`src/rtl/dot_pkg.sv`:
```
// Shared types and sizing helpers for the dot-product controller.
package dot_pkg;

  typedef enum logic [1:0] {
    ST_IDLE  = 2'd0,
    ST_RUN   = 2'd1,
    ST_DRAIN = 2'd2,
    ST_DONE  = 2'd3
  } state_t;

  // Enough headroom for a full-depth sum of full-scale signed products.
  function automatic int acc_width_default(input int width, input int addr_width);
    return 2 * width + addr_width;
  endfunction

endpackage

```
`src/rtl/mac_unit.sv`:
```
// Registered signed multiplier followed by a full-precision accumulator.
module mac_unit #(
  parameter int WIDTH     = 8,
  parameter int ACC_WIDTH = 19
) (
  input  logic                 clk,
  input  logic                 rst,
  input  logic                 clear,
  input  logic                 enable,
  input  logic [WIDTH-1:0]     a,
  input  logic [WIDTH-1:0]     b,
  output logic [ACC_WIDTH-1:0] acc
);

  logic signed [2*WIDTH-1:0] prod_s;
  logic signed [2*WIDTH-1:0] prod_r;
  logic                      prod_v_r;
  logic [ACC_WIDTH-1:0]      acc_r;

  assign prod_s = (2*WIDTH)'($signed(a)) * (2*WIDTH)'($signed(b));

  // Product stage loads on enable; accumulate stage follows one edge later.
  always_ff @(posedge clk or posedge rst) begin
    if (rst) begin
      prod_r   <= '0;
      prod_v_r <= 1'b0;
      acc_r    <= '0;
    end else if (clear) begin
      prod_r   <= '0;
      prod_v_r <= 1'b0;
      acc_r    <= '0;
    end else begin
      if (enable) begin
        prod_r <= prod_s;
      end else begin
        prod_r <= prod_r;
      end
      prod_v_r <= enable;
      if (prod_v_r) begin
        acc_r <= acc_r + {{(ACC_WIDTH-2*WIDTH){prod_r[2*WIDTH-1]}}, prod_r};
      end else begin
        acc_r <= acc_r;
      end
    end
  end

  assign acc = acc_r;

endmodule

```
`src/rtl/dot_product_ctrl.sv`:
```
// Sequences two RAM read ports through a MAC pipeline to form a signed dot product.
module dot_product_ctrl
  import dot_pkg::*;
#(
  parameter int WIDTH      = 8,
  parameter int ADDR_WIDTH = 3,
  parameter int DEPTH      = 8,
  parameter int ACC_WIDTH  = acc_width_default(WIDTH, ADDR_WIDTH)
) (
  input  logic                  clk,
  input  logic                  rst,
  input  logic                  start,
  input  logic [ADDR_WIDTH:0]   len,
  input  logic [ADDR_WIDTH-1:0] base_a,
  input  logic [ADDR_WIDTH-1:0] base_b,
  output logic [ADDR_WIDTH-1:0] r_addr_a,
  output logic [ADDR_WIDTH-1:0] r_addr_b,
  input  logic [WIDTH-1:0]      dout_a,
  input  logic [WIDTH-1:0]      dout_b,
  output logic                  busy,
  output logic                  done,
  output logic [ACC_WIDTH-1:0]  result
);

  localparam logic [ADDR_WIDTH:0] DEPTH_CAP = (ADDR_WIDTH+1)'(DEPTH);

  state_t                state_r;
  state_t                state_next_s;
  logic [ADDR_WIDTH:0]   len_sat_s;
  logic [ADDR_WIDTH:0]   len_r;
  logic [ADDR_WIDTH:0]   cnt_r;
  logic [ADDR_WIDTH-1:0] addr_a_r;
  logic [ADDR_WIDTH-1:0] addr_b_r;
  logic                  addr_v_r;
  logic                  data_v_r;
  logic                  prod_v_r;
  logic                  busy_r;
  logic                  done_r;
  logic [ACC_WIDTH-1:0]  result_r;
  logic [ACC_WIDTH-1:0]  acc_s;
  logic                  accept_s;
  logic                  issue_s;
  logic                  finish_s;
  logic                  pipe_empty_s;

  // Requested length clamped to the RAM depth.
  always_comb begin
    len_sat_s = len;
    if (len > DEPTH_CAP) begin
      len_sat_s = DEPTH_CAP;
    end else begin
      len_sat_s = len;
    end
  end

  assign pipe_empty_s = !addr_v_r && !data_v_r && !prod_v_r;

  // Next-state decode and per-cycle control strobes.
  always_comb begin
    state_next_s = state_r;
    accept_s     = 1'b0;
    issue_s      = 1'b0;
    finish_s     = 1'b0;
    case (state_r)
      ST_IDLE: begin
        if (start) begin
          accept_s     = 1'b1;
          state_next_s = ST_RUN;
        end else begin
          state_next_s = ST_IDLE;
        end
      end
      ST_RUN: begin
        if (len_r == '0) begin
          finish_s     = 1'b1;
          state_next_s = ST_DONE;
        end else if (cnt_r < len_r) begin
          issue_s      = 1'b1;
          state_next_s = ST_RUN;
        end else begin
          state_next_s = ST_DRAIN;
        end
      end
      ST_DRAIN: begin
        if (pipe_empty_s) begin
          finish_s     = 1'b1;
          state_next_s = ST_DONE;
        end else begin
          state_next_s = ST_DRAIN;
        end
      end
      ST_DONE: begin
        if (start) begin
          accept_s     = 1'b1;
          state_next_s = ST_RUN;
        end else begin
          state_next_s = ST_IDLE;
        end
      end
      default: begin
        state_next_s = ST_IDLE;
      end
    endcase
  end

  // State register.
  always_ff @(posedge clk or posedge rst) begin
    if (rst) begin
      state_r <= ST_IDLE;
    end else begin
      state_r <= state_next_s;
    end
  end

  // Address issue, valid tracking through the read/multiply stages, and outputs.
  always_ff @(posedge clk or posedge rst) begin
    if (rst) begin
      len_r    <= '0;
      cnt_r    <= '0;
      addr_a_r <= '0;
      addr_b_r <= '0;
      addr_v_r <= 1'b0;
      data_v_r <= 1'b0;
      prod_v_r <= 1'b0;
      busy_r   <= 1'b0;
      done_r   <= 1'b0;
      result_r <= '0;
    end else begin
      if (accept_s) begin
        len_r    <= len_sat_s;
        addr_a_r <= base_a;
        addr_b_r <= base_b;
        cnt_r    <= {{ADDR_WIDTH{1'b0}}, (len_sat_s != '0)};
        addr_v_r <= (len_sat_s != '0);
      end else if (issue_s) begin
        addr_a_r <= addr_a_r + ADDR_WIDTH'(1);
        addr_b_r <= addr_b_r + ADDR_WIDTH'(1);
        cnt_r    <= cnt_r + (ADDR_WIDTH+1)'(1);
        addr_v_r <= 1'b1;
      end else begin
        addr_v_r <= 1'b0;
      end
      data_v_r <= addr_v_r;
      prod_v_r <= data_v_r;
      busy_r   <= (state_next_s == ST_RUN) || (state_next_s == ST_DRAIN);
      done_r   <= finish_s;
      if (finish_s) begin
        result_r <= acc_s;
      end else begin
        result_r <= result_r;
      end
    end
  end

  mac_unit #(
    .WIDTH     (WIDTH),
    .ACC_WIDTH (ACC_WIDTH)
  ) u_mac (
    .clk    (clk),
    .rst    (rst),
    .clear  (accept_s),
    .enable (data_v_r),
    .a      (dout_a),
    .b      (dout_b),
    .acc    (acc_s)
  );

  assign r_addr_a = addr_a_r;
  assign r_addr_b = addr_b_r;
  assign busy     = busy_r;
  assign done     = done_r;
  assign result   = result_r;

endmodule

```
`config.mk`:
```
export PLATFORM = sky130hd
export DESIGN_NAME = dot_product_ctrl
export DESIGN_NICKNAME = d
export VERILOG_FILES = /design/src/rtl/dot_pkg.sv /design/src/rtl/mac_unit.sv /design/src/rtl/dot_product_ctrl.sv
export SDC_FILE = /design/constraint.sdc
export NUM_CORES = 1
export LEC_CHECK = 0
export CORE_ASPECT_RATIO = 0.5
export CORE_UTILIZATION = 35
export CTS_BUF_LIST = sky130_fd_sc_hd__clkbuf_2
export CTS_CLUSTER_SIZE = 14
export DETAILED_ROUTE_END_ITERATION = 10
export GPL_ROUTABILITY_DRIVEN = 1
export PLACE_DENSITY = 0.54
export SETUP_SLACK_MARGIN = 0.05
export SLEW_MARGIN = 20
export SYNTH_ARGS = -nofsm -noshare
export SYNTH_HDL_FRONTEND = slang
export SYNTH_SLANG_ARGS = --single-unit
```
`constraint.sdc`:
```
create_clock -name clk -period 2.5 [get_ports clk]
set_clock_uncertainty 0.05 [all_clocks]
set_input_delay 0.5 -clock clk [delete_from_list [all_inputs] [get_ports clk]]
set_output_delay 0.5 -clock clk [all_outputs]
set_load 0.01 [all_outputs]
```
Yosys cells after proc, flatten, opt, wreduce, memory -nomap -nowiden
Index checks and enable logic that the tools add are counted.
Word-level totals
  register bits: 76
  bits of input ports: 29
  output and inout port bits: 27
  logic and storage cells: 66
Operators by class
  $add $sub $neg: 4
  multipliers: 1
  $lt $le $gt $ge: 2
  equal/unequal tests: 5
  muxes and demuxes: 27
  reduce and logical (&&, ||, !) cells: 13
Operator list (count)
  19-bit two-way mux: 2
  16-bit two-way mux: 2
  19-bit adder: 1
  8-bit by 8-bit multiplier with 16-bit output: 1
  1-bit two-way mux: 12
  3-bit two-way mux: 4
  4-bit two-way mux: 3
  3-bit by 1-bit adder with 3-bit output, second input constant: 2
  2-bit equality test, second input constant: 3
  2-bit one-hot mux with 3 select lines: 1
  2-bit nonzero test: 3
  4-bit by 1-bit adder with 4-bit output, second input constant: 1
  2-bit by 1-bit equality test with 1-bit output, second input constant: 2
  4-bit greater-than comparator, second input constant: 1
  4-bit logical NOT: 1
  4-bit less-than comparator: 1
  2-bit two-way mux: 2
  4-bit nonzero test: 1
  1-bit logical NOT: 3
  1-bit logical AND: 2
  2-bit logical NOT: 1
  1-bit one-hot mux with 2 select lines: 1
  2-bit OR reduction: 1
  1-bit logical OR: 1

Longest topological paths before layout
Gate-level depths: netlist of run 1.
  depth in word-level cells: 7
  gate-level depth with buffers: 18
  depth with buffers taken out: 18

Hierarchy
Synthesis of run 1 repeated with hierarchy kept, for this count alone.
Second synthesis, totals
  cells, all modules: 675
  area total of the unflattened synthesis: 6682.7 um2
Modules (own cells, without submodules)
  mac_unit: instances 1, cells an instance 521, area an instance 4819.6 um2
  dot_product_ctrl: instances 1, cells an instance 154, area an instance 1863.0 um2

Worst setup path after synthesis of run 1
No wires, ideal clock.
  path kind: input-to-reg
  start point: in dout_b[4]
  end point: reg u_mac.prod_r[14]
  arrival time: 4379 ps
  required time: 2324 ps
  slack: -2055 ps
  stages on the path: 17
  cell sequence: and2_1 > fa_1 > inv_1 > fa_1 > inv_1 > fa_1 > inv_1 > fa_1 > inv_1 > ha_1 > a21oi_1 > o21bai_1 > a21oi_1 > o21bai_1 > a41oi_1 > mux2i_1 > a311o_1
Between the ends
  cells in the longest elaborated chain, start to end: 3
Ends and longest elaborated chain
  start, declared: line dot_product_ctrl.sv:19  | input logic [WIDTH-1:0] dout_b,
  8-bit by 8-bit multiplier with 16-bit output: line mac_unit.sv:20  | assign prod_s = (2*WIDTH)'($signed(a)) * (2*WIDTH)'($signed(b));
  16-bit two-way mux: line mac_unit.sv:33  | if (enable) begin
  16-bit two-way mux: line mac_unit.sv:28  | end else if (clear) begin
  end signal, assigned: line mac_unit.sv:34  | prod_r <= prod_s;
  end signal, assigned: line mac_unit.sv:36  | prod_r <= prod_r;
  end, declared: line mac_unit.sv:16  | logic signed [2*WIDTH-1:0] prod_r;
No other way between the ends. The select of a mux whose other input is x is not followed.
A chain may end at the register's enable or synchronous reset.

Worst setup path after layout of run 1
  start point: in dout_a[5]
  end point: reg u_mac.prod_r[14]
Between the ends
  cells in the longest elaborated chain, start to end: 3
Ends and longest elaborated chain
  start, declared: line dot_product_ctrl.sv:18  | input logic [WIDTH-1:0] dout_a,
  8-bit by 8-bit multiplier with 16-bit output: line mac_unit.sv:20
  16-bit two-way mux: line mac_unit.sv:33
  16-bit two-way mux: line mac_unit.sv:28
No other way between the ends. The select of a mux whose other input is x is not followed.

==> metrics.md, run 1 <==
| Metric | Value |
|---|---|
| Status | finished with violations |
| Failing checks | negative setup slack |
| Crit path cell chain | buf_8 -> and2_4 -> fa_1 -> inv_1 -> fa_1 -> inv_2 -> fa_1 -> inv_1 -> fa_1 -> inv_2 -> ha_4 -> a21oi_2 -> o21bai_1 -> a21oi_2 -> o21bai_2 -> a41oi_2 -> mux2i_1 -> a311o_1 |
| Final hold vios | 0 |
| Area of the multi-input gates | 0.00465 mm^2 |
| Filler Cell Count | approximately 1700 |
| Critical path buffer and inverter count | 5 |
| Min-delay worst type | primary input to async pin |
| Clk_lat worst skew | between 0.5 and 0.6 ns |
| Maximum vdd drop | 0.411 mV |
| Flip-flop and latch area | about 0.0019 mm^2 |
| Post-synthesis async set-or-reset flop share | 1.00 |
| Total routing usage reported by global routing | 0.158 |
| Antenna cells | 0 |
| Hold Slack | 0.335 ns |
| Measured slew at the worst slew-check pin | 0.469 ns |
| Seq cells post-synth | between 70 and 80 |
| Critical Path AT | around 4.3 ns |
| RD Place Congestion | 0.836 |
| Crit end category | flip-flop |
| Post-synth EDFFs | 0 |
| Die ar. | between 0.015 and 0.02 mm^2 |
| Top delay family on crit path | adder cells |
| Final worst slack | -1.39 ns |
| NumNets Final | 942 |
| Max Slew Vio Count | 0 |
| Post-route clock period utilization | 1.56 |
| GRT Residual Overflow | 0 |
| Critical Path Max Stage Delay | 0.53 ns |
| Post-synthesis cell area | 0.00645 mm^2 |
| Antenna violations before repair | 0 |
| Routed len/inst | 13.5 um |
| Remaining routing DRC violations | 0 |
| Vias per cell | 4.62 |
| Leak Pwr | 4.05 nW |
| Overall die height | 98 um |
| Fin area | 0.00857 mm^2 |
| # IOs | 56 |
| CTS tree | done |
| Setup TNS | -11.60 ns |
| Pre-CTS setup slack | -2.47 ns |
| CTS buffer count | 9 |
| Syn Nets | 807 |
| Max clock buf depth | 2 |
| Cell Count, Final, Fillers Out | approximately 1000 |
| Largest net degree at the start of global routing | 77 |
| Clock root cell | clkbuf_2 |
| YS warnings | 0 |
| Maxcap violations | 0 |
| Worst slew margin | 0.685 |
| CTS H-tree depth | 3 |
| Area Growth Syn to Fin | 32.8% |
| Avg Inst Size Synth | ~9.7 um^2 |
| ANT nets after route | 0 |
| Synth Instances | 666 |
| Placeable Area | 0.0177 mm^2 |
| Critical Path RT | 2.90 ns |
| GRT Max-Usage Layer | met2 |
| Hold_buf cts | 0 |
| Dpl cells | 1010 |
| Startpoint Class | primary input |
| Met3 usage | 0.0214 |
| Vias | 4798 |
| Die Width | 194 um |
| Power per cell area | 1110 mW/mm^2 |
| Met1 Track Usage GR | 0.226 |
| Number of DRC markers in iteration 0 | 175 |
| Crit path max-delay cell type | fa_1 |
| Most common cell on crit path | fa_1 |
| Placed instance area | 0.00793 mm^2 |
| First-pass GRT wire length | 24800 um |
| Final core occ | 0.484 |
| Peak Freq | 257 MHz |
| HPWL after detailed placement | about 11000 um |
| Seq/Total Area, Yosys | 0.295 |
| Synth Flop Type | dfrtp_1 |
| Endpoints failing setup | 11 |
| Vias in the first global route | just over 5000 |
| Type of the worst setup path | primary input to flip-flop |
| Clock-pin transition on the worst setup and hold timing paths | 0.22 ns |
| Drt pass-1 iters | 4 |
| Layout cells sized above 1 | 0.307 |
| IO Port Bufs | 55 |
| RSZ-0062 raised after global routing | yes |
| Row cnt | 34 |
| Distinct cells, synth | 51 |
| Critical path fanouts, max | 5 |
| Initial Util | 0.365 |
| Final Power | roughly 9.5 mW |
| Clock Sinks | 76 |
| Final WL | 14000 um |
| Tmin final | 3.89 ns |
| GR Util met2 | 0.255 |
-- report_power, final --
part           total [mW]  internal [mW]  switching [mW]  leakage (nW)
logic                6.75           3.46            3.29          3.00
clock network       0.651          0.218           0.433        0.0666
registers            2.10           1.73           0.368         0.984
total                9.50           5.41            4.09          4.05
-- cells in the mapped netlist, types with 9 or more instances --
cell	count	area share
a21oi_1	35	0.027
and2_1	46	0.045
clkbuf_1	12	0.0070
dfrtp_1	76	0.29
fa_1	56	0.17
ha_1	56	0.11
inv_1	103	0.060
mux2_2	20	0.035
mux2i_1	19	0.029
nand2_1	46	0.027
nor2_1	53	0.031
nor2b_1	9	0.0087
o21ai_0	22	0.017
xnor2_1	25	0.034
xor2_1	11	0.015
-- registers in the layout, summed over array words and instances (netlist names) --
name and count:
addr_v_r 1, busy 1, cnt_r 4, data_v_r 1, done 1, len_r 4
prod_v_r 1, r_addr_a 3, r_addr_b 3, result 19, state_r 2, u_mac.acc 19
u_mac.prod_r 16, u_mac.prod_v_r 1
-- cell families after synthesis --
family,after synthesis,synth area share
mux,39,0.0644
flops,76,0.295
compound gates,97,0.0958
simple gates,187,0.144
xor+xnor,36,0.0489
fa+ha+maj,112,0.282
buf+inv,119,0.0700
-- worst reg2reg max path, cell delays in order, from the launching register on --
cell and delay [ns]:
dfrtp_1 0.43, ha_2 0.20, buf_4 0.12, and3_4 0.17
o31a_1 0.31, a41oi_2 0.24, a21oi_2 0.09, a211o_2 0.34
o31ai_4 0.18, xor2_1 0.17, a21oi_1 0.08
-- worst paths after layout --
path	from	to	slack (ns)	depth (start not counted)
worst max-delay path	dout_a[5]	u_mac.prod_r[14]	-1.39	18
worst min-delay path	rst	r_addr_a[2]	0.34	3
worst max register to register	u_mac.prod_r[0]	u_mac.acc[17]	0.04	10
worst min register to register	addr_v_r	data_v_r	0.40	0
max in group asynchronous	rst	u_mac.acc[10]	1.69	3
min in group clk	addr_v_r	data_v_r	0.40	0
-- what timing repair did --
item / 4_1_cts / 5_1_grt
gates resized for setup: 138 / 47
setup endpoints to repair: 22 / 23
pin swaps: 70 / 63
setup buffers: 12 / 7
-- layout make-up --
type	count	share of cell area
Inverter	104	0.0460
Multi-Input combinational cell	471	0.543
Sequential cell	76	0.222
Timing Repair Buffer	139	0.143
Tap cell	234	0.0342
Clock inverter	6	0.00657
Clock buffer	9	0.00526
-- metal layers --
layer  part of all wire  routed length [um]
met5                  0                   0
met4             0.0074                 104
met3              0.022                 312
met2               0.44                6120
met1               0.53                7500
-- cell usage in the layout (no fill, tap or decap), types with 6 or more instances in the layout --
cell type	n
buf_4	74
clkdlybuf4s50_1	39
buf_6	20
inv_2	17
a21o_1	6
xor2_1	10
inv_1	85
xnor2_2	7
nand2_1	41
and2_4	17
a21oi_2	9
nor2b_1	6
mux2i_1	19
a21oi_1	24
nor2_1	51
o21a_1	6
o21ai_0	19
clkbuf_2	9
mux2_2	20
dfrtp_1	76
fa_1	51
ha_4	17
nor3_1	7
xnor2_1	18
and2_1	28
ha_1	36
Power figures use the tool's default switching activity.
==> run 2: changes to the inputs <==
--- a/config.mk
+++ b/config.mk
@@ -8,7 +8,7 @@
 export CORE_ASPECT_RATIO = 0.5
 export CORE_UTILIZATION = 35
 export CTS_BUF_LIST = sky130_fd_sc_hd__clkbuf_2
-export CTS_CLUSTER_SIZE = 14
+export CTS_CLUSTER_SIZE = 8
 export DETAILED_ROUTE_END_ITERATION = 10
 export GPL_ROUTABILITY_DRIVEN = 1
 export PLACE_DENSITY = 0.54
==> results of run 2 <==
Same layout as run 1: the final DEF is identical, and so are final timing and power.
